File: config.mk
export PLATFORM = sky130hd
export DESIGN_NAME = tt_um_madhu_uart_tx
export DESIGN_NICKNAME = d
export VERILOG_FILES = /design/src/rtl/tt_madhu_pkg.sv /design/src/rtl/tt_madhu_sync_fifo.sv /design/src/rtl/tt_um_madhu_uart_tx.sv
export SDC_FILE = /design/constraint.sdc
export NUM_CORES = 1
export LEC_CHECK = 0
export ABC_AREA = 1
export BUFFER_PORTS_ARGS = -buffer_cell sky130_fd_sc_hd__buf_2
export CAP_MARGIN = 10
export CORE_AREA = 5 5 104 96
export CTS_CLUSTER_DIAMETER = 150
export DETAILED_ROUTE_END_ITERATION = 7
export DIE_AREA = 0 0 109 101
export SLEW_MARGIN = 25
export SYNTH_ARGS = -nofsm -noshare
export SYNTH_HDL_FRONTEND = slang
export SYNTH_SLANG_ARGS = --single-unit
File: constraint.sdc
create_clock -name clk -period 3.2 [get_ports clk]
set_input_delay 0.48 -clock clk [delete_from_list [all_inputs] [get_ports clk]]
set_output_delay 0.48 -clock clk [all_outputs]
set_load 0.05 [all_outputs]
File: src/rtl/tt_madhu_pkg.sv
// rtl/tt_madhu_pkg.sv - shared constants and FSM encoding for the UART transmitter
package tt_madhu_pkg;

    localparam int CLKS_PER_BIT_DEFAULT = 104;
    localparam int FIFO_DEPTH           = 4;
    localparam int FIFO_PTR_W           = 2;
    localparam int FIFO_CNT_W           = 3;

    typedef enum logic [1:0] {
        ST_IDLE  = 2'd0,
        ST_START = 2'd1,
        ST_DATA  = 2'd2,
        ST_STOP  = 2'd3
    } tx_state_e;

endpackage

File: src/rtl/tt_madhu_sync_fifo.sv
// rtl/tt_madhu_sync_fifo.sv - 4-entry byte FIFO with sticky overflow flag
module tt_madhu_sync_fifo
    import tt_madhu_pkg::*;
#(
    parameter int WIDTH = 8
) (
    input  logic                  clk_i,
    input  logic                  rst_ni,
    input  logic                  push_i,
    input  logic [WIDTH-1:0]      data_i,
    input  logic                  pop_i,
    input  logic                  ovf_clr_i,
    output logic [WIDTH-1:0]      data_o,
    output logic                  full_o,
    output logic                  empty_o,
    output logic [FIFO_CNT_W-1:0] count_o,
    output logic                  overflow_o
);

    logic [WIDTH-1:0]      mem_q [FIFO_DEPTH];
    logic [FIFO_PTR_W-1:0] wr_ptr_q, wr_ptr_d;
    logic [FIFO_PTR_W-1:0] rd_ptr_q, rd_ptr_d;
    logic [FIFO_CNT_W-1:0] count_q, count_d;
    logic                  overflow_q, overflow_d;
    logic                  full, empty, do_push, do_pop;

    assign full    = (count_q == FIFO_CNT_W'(FIFO_DEPTH));
    assign empty   = (count_q == '0);
    assign do_pop  = pop_i & ~empty;
    // A full FIFO still takes a push when the same cycle frees a slot.
    assign do_push = push_i & (~full | do_pop);

    always_comb begin
        wr_ptr_d   = wr_ptr_q;
        rd_ptr_d   = rd_ptr_q;
        count_d    = count_q;
        overflow_d = overflow_q;
        if (do_push) wr_ptr_d = wr_ptr_q + 1'b1;
        if (do_pop)  rd_ptr_d = rd_ptr_q + 1'b1;
        case ({do_push, do_pop})
            2'b10:   count_d = count_q + 1'b1;
            2'b01:   count_d = count_q - 1'b1;
            default: count_d = count_q;
        endcase
        if (ovf_clr_i) begin
            overflow_d = 1'b0;
        end else if (push_i & ~do_push) begin
            overflow_d = 1'b1;
        end
    end

    always_ff @(posedge clk_i or negedge rst_ni) begin
        if (!rst_ni) begin
            wr_ptr_q   <= '0;
            rd_ptr_q   <= '0;
            count_q    <= '0;
            overflow_q <= 1'b0;
        end else begin
            wr_ptr_q   <= wr_ptr_d;
            rd_ptr_q   <= rd_ptr_d;
            count_q    <= count_d;
            overflow_q <= overflow_d;
        end
    end

    always_ff @(posedge clk_i) begin
        if (do_push) mem_q[wr_ptr_q] <= data_i;
    end

    assign data_o     = mem_q[rd_ptr_q];
    assign full_o     = full;
    assign empty_o    = empty;
    assign count_o    = count_q;
    assign overflow_o = overflow_q;

endmodule

File: src/rtl/tt_um_madhu_uart_tx.sv
// rtl/tt_um_madhu_uart_tx.sv - strobe-fed UART transmitter with a 4-byte queue
module tt_um_madhu_uart_tx
    import tt_madhu_pkg::*;
#(
    parameter int CLKS_PER_BIT = CLKS_PER_BIT_DEFAULT
) (
    input  logic       clk,
    input  logic       rst_n,
    input  logic       ena,
    input  logic [7:0] ui_in,
    input  logic [7:0] uio_in,
    output logic [7:0] uo_out,
    output logic [7:0] uio_out,
    output logic [7:0] uio_oe
);

    localparam int CW = (CLKS_PER_BIT > 1) ? $clog2(CLKS_PER_BIT) : 1;

    logic                  stb_s1_q, stb_s2_q, stb_s3_q;
    logic                  clr_s1_q, clr_s2_q;
    logic [1:0]            rel_q;
    logic                  armed_q;
    logic                  push;

    tx_state_e             state_q, state_d;
    logic [CW-1:0]         baud_q, baud_d;
    logic [2:0]            bit_q, bit_d;
    logic [7:0]            shift_q, shift_d;
    logic                  tx_q, tx_d;
    logic                  pop, baud_done;

    logic [7:0]            head;
    logic                  fifo_full, fifo_empty, fifo_ovf;
    logic [FIFO_CNT_W-1:0] fifo_count;
    logic                  unused_bits;

    assign unused_bits = ^uio_in[7:2];

    // rel_q marks when stb_s2_q holds a real sample; armed_q then needs one
    // observed low so a strobe held high through reset never pushes.
    always_ff @(posedge clk or negedge rst_n) begin
        if (!rst_n) begin
            stb_s1_q <= 1'b0;
            stb_s2_q <= 1'b0;
            stb_s3_q <= 1'b0;
            clr_s1_q <= 1'b0;
            clr_s2_q <= 1'b0;
            rel_q    <= 2'b00;
            armed_q  <= 1'b0;
        end else begin
            stb_s1_q <= uio_in[0];
            stb_s2_q <= stb_s1_q;
            stb_s3_q <= stb_s2_q;
            clr_s1_q <= uio_in[1];
            clr_s2_q <= clr_s1_q;
            rel_q    <= {rel_q[0], 1'b1};
            armed_q  <= armed_q | (rel_q[1] & ~stb_s2_q);
        end
    end

    assign push = stb_s2_q & ~stb_s3_q & ena & armed_q;

    tt_madhu_sync_fifo #(.WIDTH(8)) u_fifo (
        .clk_i      (clk),
        .rst_ni     (rst_n),
        .push_i     (push),
        .data_i     (ui_in),
        .pop_i      (pop),
        .ovf_clr_i  (clr_s2_q),
        .data_o     (head),
        .full_o     (fifo_full),
        .empty_o    (fifo_empty),
        .count_o    (fifo_count),
        .overflow_o (fifo_ovf)
    );

    assign baud_done = (baud_q == CW'(CLKS_PER_BIT - 1));

    always_comb begin
        state_d = state_q;
        baud_d  = baud_q + 1'b1;
        bit_d   = bit_q;
        shift_d = shift_q;
        pop     = 1'b0;
        case (state_q)
            ST_IDLE: begin
                baud_d = '0;
                if (!fifo_empty) begin
                    pop     = 1'b1;
                    shift_d = head;
                    state_d = ST_START;
                end
            end
            ST_START: begin
                if (baud_done) begin
                    baud_d  = '0;
                    bit_d   = 3'd0;
                    state_d = ST_DATA;
                end
            end
            ST_DATA: begin
                if (baud_done) begin
                    baud_d  = '0;
                    shift_d = {1'b0, shift_q[7:1]};
                    if (bit_q == 3'd7) begin
                        state_d = ST_STOP;
                    end else begin
                        bit_d = bit_q + 3'd1;
                    end
                end
            end
            ST_STOP: begin
                if (baud_done) begin
                    baud_d = '0;
                    if (!fifo_empty) begin
                        pop     = 1'b1;
                        shift_d = head;
                        state_d = ST_START;
                    end else begin
                        state_d = ST_IDLE;
                    end
                end
            end
            default: state_d = ST_IDLE;
        endcase

        // tx is registered from the next state so the line changes exactly on state edges.
        case (state_d)
            ST_START: tx_d = 1'b0;
            ST_DATA:  tx_d = shift_d[0];
            default:  tx_d = 1'b1;
        endcase
    end

    always_ff @(posedge clk or negedge rst_n) begin
        if (!rst_n) begin
            state_q <= ST_IDLE;
            baud_q  <= '0;
            bit_q   <= 3'd0;
            shift_q <= 8'h00;
            tx_q    <= 1'b1;
        end else begin
            state_q <= state_d;
            baud_q  <= baud_d;
            bit_q   <= bit_d;
            shift_q <= shift_d;
            tx_q    <= tx_d;
        end
    end

    assign uo_out  = {fifo_ovf, fifo_count, fifo_empty, fifo_full,
                      (state_q != ST_IDLE), tx_q};
    assign uio_out = 8'h00;
    assign uio_oe  = 8'h00;

endmodule

==> summary.json <==
{
  "power": {
    "clock_power_share": 0.354,
    "power_density_mw_per_mm2": 593,
    "power.share.sequential": 0.459,
    "cellLeakagePower_nw": 1.75,
    "peak_vdd_ir_v": 0.000482,
    "power_frac_comb": 0.187,
    "power.switching_fraction": 0.314,
    "power.internal_mw": 1.53,
    "switchingPower_uw": 702
  },
  "cts": {
    "cts.path.max_buffers": 2,
    "postCtsSetupBuffers": 0,
    "tritoncts_clock_tree": "yes",
    "cts-buffers-inserted": 9,
    "cts.sink_count": 69,
    "clockRootBuffer": "sky130_fd_sc_hd__clkbuf_8",
    "cts.reportedPaths.clkPinSlew_ns": 0.07,
    "cts_hold_buf": 0,
    "cts_repair_resize_count": 0,
    "clock_tree.htree_level_count": 3,
    "insertion_delay_ns": 0.35
  },
  "timing": {
    "final-hold-violation-count": 0,
    "max-slew-margin-rel": 0.456,
    "clock_period_minus_worst_slack_ns": 2.54,
    "rsz_0062_raised_after_global_routing": "no",
    "finalSetupTns_ns": 0,
    "timing.final.max_slew_violations": 0,
    "report.final.setup_viol": 0,
    "tightest_slew_ns": 0.816,
    "clock-skew-final_ns": 0.00917,
    "max_freq_mhz": 393,
    "period_share": 0.795,
    "setup_ws_ns": 0.656
  },
  "worst_setup_path": {
    "cp_data_arrival_time_ns": 2.76,
    "endpoint": "u_fifo.count_o[2]",
    "end_kind": "register",
    "timing.rr.start": "baud_q[0]",
    "critPathRequiredTime_ns": 3.42,
    "r2r_slack_ns": 0.66,
    "timing.setup.critical_path_class": "reg2reg",
    "r2r.worst_path.cells": 13,
    "critical_path.startpoint": "baud_q[0]",
    "timing.critical_path.from_type": "register",
    "crit_fanout": 9,
    "r2r_end": "u_fifo.count_o[2]"
  },
  "global_route": {
    "grt.overflow.total": 0,
    "wire_length_of_the_first_global_routing_pass_um": 10500,
    "via_count_of_the_first_global_routing_pass": 2227,
    "grt_max_degree": 38,
    "global_route.usage.total": 0.125,
    "number_of_antenna_violations_at_the_first_check_in_global_routing": 0
  },
  "place": {
    "globalplace.congestion": 0.811,
    "port_buffers": 20,
    "hpwl_um": 4310,
    "detailedPlace.worstSlack_ns": 0.640
  },
  "routing": {
    "totalWireLength_um": 6190,
    "detailroute.via_count": 2280,
    "vias_cell": 4.44,
    "tritonroute_pass_1_iters": 4,
    "drcViolationCount": 0,
    "drc_violation_total_after_the_first_tritonroute_iteration": 109,
    "detail_route.wl_per_cell_um": 12.1,
    "antenna_violating_nets_post_route": 0
  },
  "floorplan": {
    "die_h_um": 101,
    "core.rowCount": 33,
    "dieArea_sq_mm": 0.0110,
    "num_io_pins": 43,
    "initial_utilization": 0.384,
    "die_width_um": 109,
    "coreArea_sq_mm": 0.00888
  },
  "finish": {
    "final_core_util": 0.425,
    "antenna-diode-count": 0,
    "drive_gt1_frac": 0.130,
    "layout.nets": 419,
    "layout-area-overhead-vs-synth_pct": 10.7,
    "filler_cells": 869
  },
  "hold_path": {
    "class_of_the_most_critical_hold_timing_path": "in2async"
  },
  "synthesis": {
    "synth_area_sq_mm": 0.00341,
    "yosys_warnings": 0,
    "synth_seq_cells": 69,
    "synthDominantAreaCellType": "sky130_fd_sc_hd__edfxtp_1",
    "synth_top_area_share": 0.282,
    "seq_area_frac_synth": 0.554,
    "syn-mean-instance-area_sq_um": 9.36,
    "synthesis.instances": 364,
    "synthTopCellsByArea": "sky130_fd_sc_hd__edfxtp_1 (28%), sky130_fd_sc_hd__dfrtp_1 (26%), sky130_fd_sc_hd__nand2_1 (8.9%)",
    "synth_cell_type_count": 27
  },
  "status": {
    "run_status": "completed"
  },
  "flow_run": {
    "cap_viol_max_count": 0
  }
}
[synth_stat cells]
master                     instances
sky130_fd_sc_hd__a21o_1            1
sky130_fd_sc_hd__a21oi_1           6
sky130_fd_sc_hd__buf_2             5
sky130_fd_sc_hd__buf_4            20
sky130_fd_sc_hd__clkinv_1          3
sky130_fd_sc_hd__conb_1            2
sky130_fd_sc_hd__dfrtp_1          36
sky130_fd_sc_hd__dfstp_2           1
sky130_fd_sc_hd__edfxtp_1         32
sky130_fd_sc_hd__fa_1              1
sky130_fd_sc_hd__ha_1             13
sky130_fd_sc_hd__inv_1            37
sky130_fd_sc_hd__nand2_1          81
sky130_fd_sc_hd__nand2_2           3
sky130_fd_sc_hd__nand2_4           3
sky130_fd_sc_hd__nand3_1          27
sky130_fd_sc_hd__nand3_2           1
sky130_fd_sc_hd__nor2_1           42
sky130_fd_sc_hd__nor2_2            4
sky130_fd_sc_hd__nor2_4            2
sky130_fd_sc_hd__nor3_1            3
sky130_fd_sc_hd__nor3b_1           3
sky130_fd_sc_hd__o21ai_0          31
sky130_fd_sc_hd__o21ai_1           1
sky130_fd_sc_hd__o21ai_4           1
sky130_fd_sc_hd__xnor2_1           1
sky130_fd_sc_hd__xor2_1            4
[power groups by stage]
stage	Clock [mW]	Combinational, mW	Sequential, mW
floorplan	0	0.281	1.10
global placement	0	0.413	1.05
detailed placement	0	0.427	1.04
CTS	0.811	0.428	1.03
global route	0.845	0.469	1.03
finish	0.791	0.418	1.03
[cell families (layout without fill, tap and decap cells)]
kind of cell    count (synthesis)  after routing  synth area share
simple gates                  169            169             0.219
buf+inv                        65             77            0.0955
xor+xnor                        5              5            0.0129
compound gates                 40             40            0.0628
flops                          69             69             0.554
other cells                     2             17           0.00221
fa+ha+maj                      14             14            0.0536
[how the worst min path moves through the flow]
| stage | start | depth (start not counted) | to | slack [ns] |
|---|---|---|---|---|
| 5_1_grt | uio_in[0] | 1 | stb_s1_q | 0.22 |
| 2_1_floorplan | rst_n | 0 | armed_q | 0.18 |
| 3_5_place_dp | rel_q[0] | 0 | rel_q[1] | 0.34 |
| 6_report | rst_n | 1 | baud_q[6] | 0.23 |
| 3_3_place_gp | rel_q[0] | 0 | rel_q[1] | 0.33 |
| 4_1_cts | uio_in[1] | 1 | clr_s1_q | 0.22 |
[state kept, by name, indices dropped and copies added, names as in the netlist, 2 cells and up]
name / cells
u_fifo.mem_q: 32
u_fifo.count_o: 3
baud_q: 7
u_fifo.wr_ptr_q: 2
shift_q: 8
bit_q: 3
state_q: 2
rel_q: 2
u_fifo.rd_ptr_q: 2
[layout make-up]
cell class / instances / area, sq um / area share
tap: 122 / 153 / 0.0405
multi-input combinational: 245 / 1250 / 0.331
sequential: 69 / 1890 / 0.501
timing repair buffer: 21 / 108 / 0.0285
clock inverter: 6 / 85.1 / 0.0226
clock buffer: 10 / 138 / 0.0365
inverter: 40 / 150 / 0.0398
[layout by cell type (no fill, tap or decap), types with 4 or more instances in the layout]
master / Yosys / routed
sky130_fd_sc_hd__nor2_2: 4 / 4
sky130_fd_sc_hd__o21ai_0: 31 / 31
sky130_fd_sc_hd__nand3_1: 27 / 27
sky130_fd_sc_hd__buf_2: 5 / 20
sky130_fd_sc_hd__xor2_1: 4 / 4
sky130_fd_sc_hd__clkbuf_8: 0 / 10
sky130_fd_sc_hd__inv_1: 37 / 37
sky130_fd_sc_hd__ha_1: 13 / 13
sky130_fd_sc_hd__nand2_1: 81 / 81
sky130_fd_sc_hd__a21oi_1: 6 / 6
sky130_fd_sc_hd__nor2_1: 42 / 42
sky130_fd_sc_hd__clkinv_1: 3 / 4
sky130_fd_sc_hd__edfxtp_1: 32 / 32
sky130_fd_sc_hd__dfrtp_1: 36 / 36
sky130_fd_sc_hd__conb_1: 2 / 17
[routing by layer]
metal  wire length [um]  track usage
met5                  0            0
met4                144       0.0709
met3                296       0.0301
met2               2650        0.185
met1               3090        0.166
[worst max-delay path, stage by stage (launching register included)]
cell	delay [ns]
sky130_fd_sc_hd__dfrtp_1	0.37
sky130_fd_sc_hd__ha_1	0.20
sky130_fd_sc_hd__nand2_2	0.09
sky130_fd_sc_hd__nor2_4	0.15
sky130_fd_sc_hd__nand2_4	0.11
sky130_fd_sc_hd__o21ai_4	0.29
sky130_fd_sc_hd__nand3_2	0.14
sky130_fd_sc_hd__inv_1	0.10
sky130_fd_sc_hd__ha_1	0.14
sky130_fd_sc_hd__inv_1	0.06
sky130_fd_sc_hd__fa_1	0.38
sky130_fd_sc_hd__a21oi_1	0.14
sky130_fd_sc_hd__o21ai_0	0.11
sky130_fd_sc_hd__xor2_1	0.15
[per-stage QoR]
stage / area, sq um / total power [mW] / hold slack [ns] / cells
after CTS: 3770 / 2.27 / 0.220 / 513
after global routing: 3770 / 2.35 / 0.224 / 513
final: 3770 / 2.24 / 0.228 / 513
after detailed placement: 3550 / 1.47 / 0.337 / 497
after global placement: 3550 / 1.46 / 0.334 / 497
after floorplan: 3460 / 1.38 / 0.184 / 379
No activity file was read; power rests on OpenSTA's default activity.
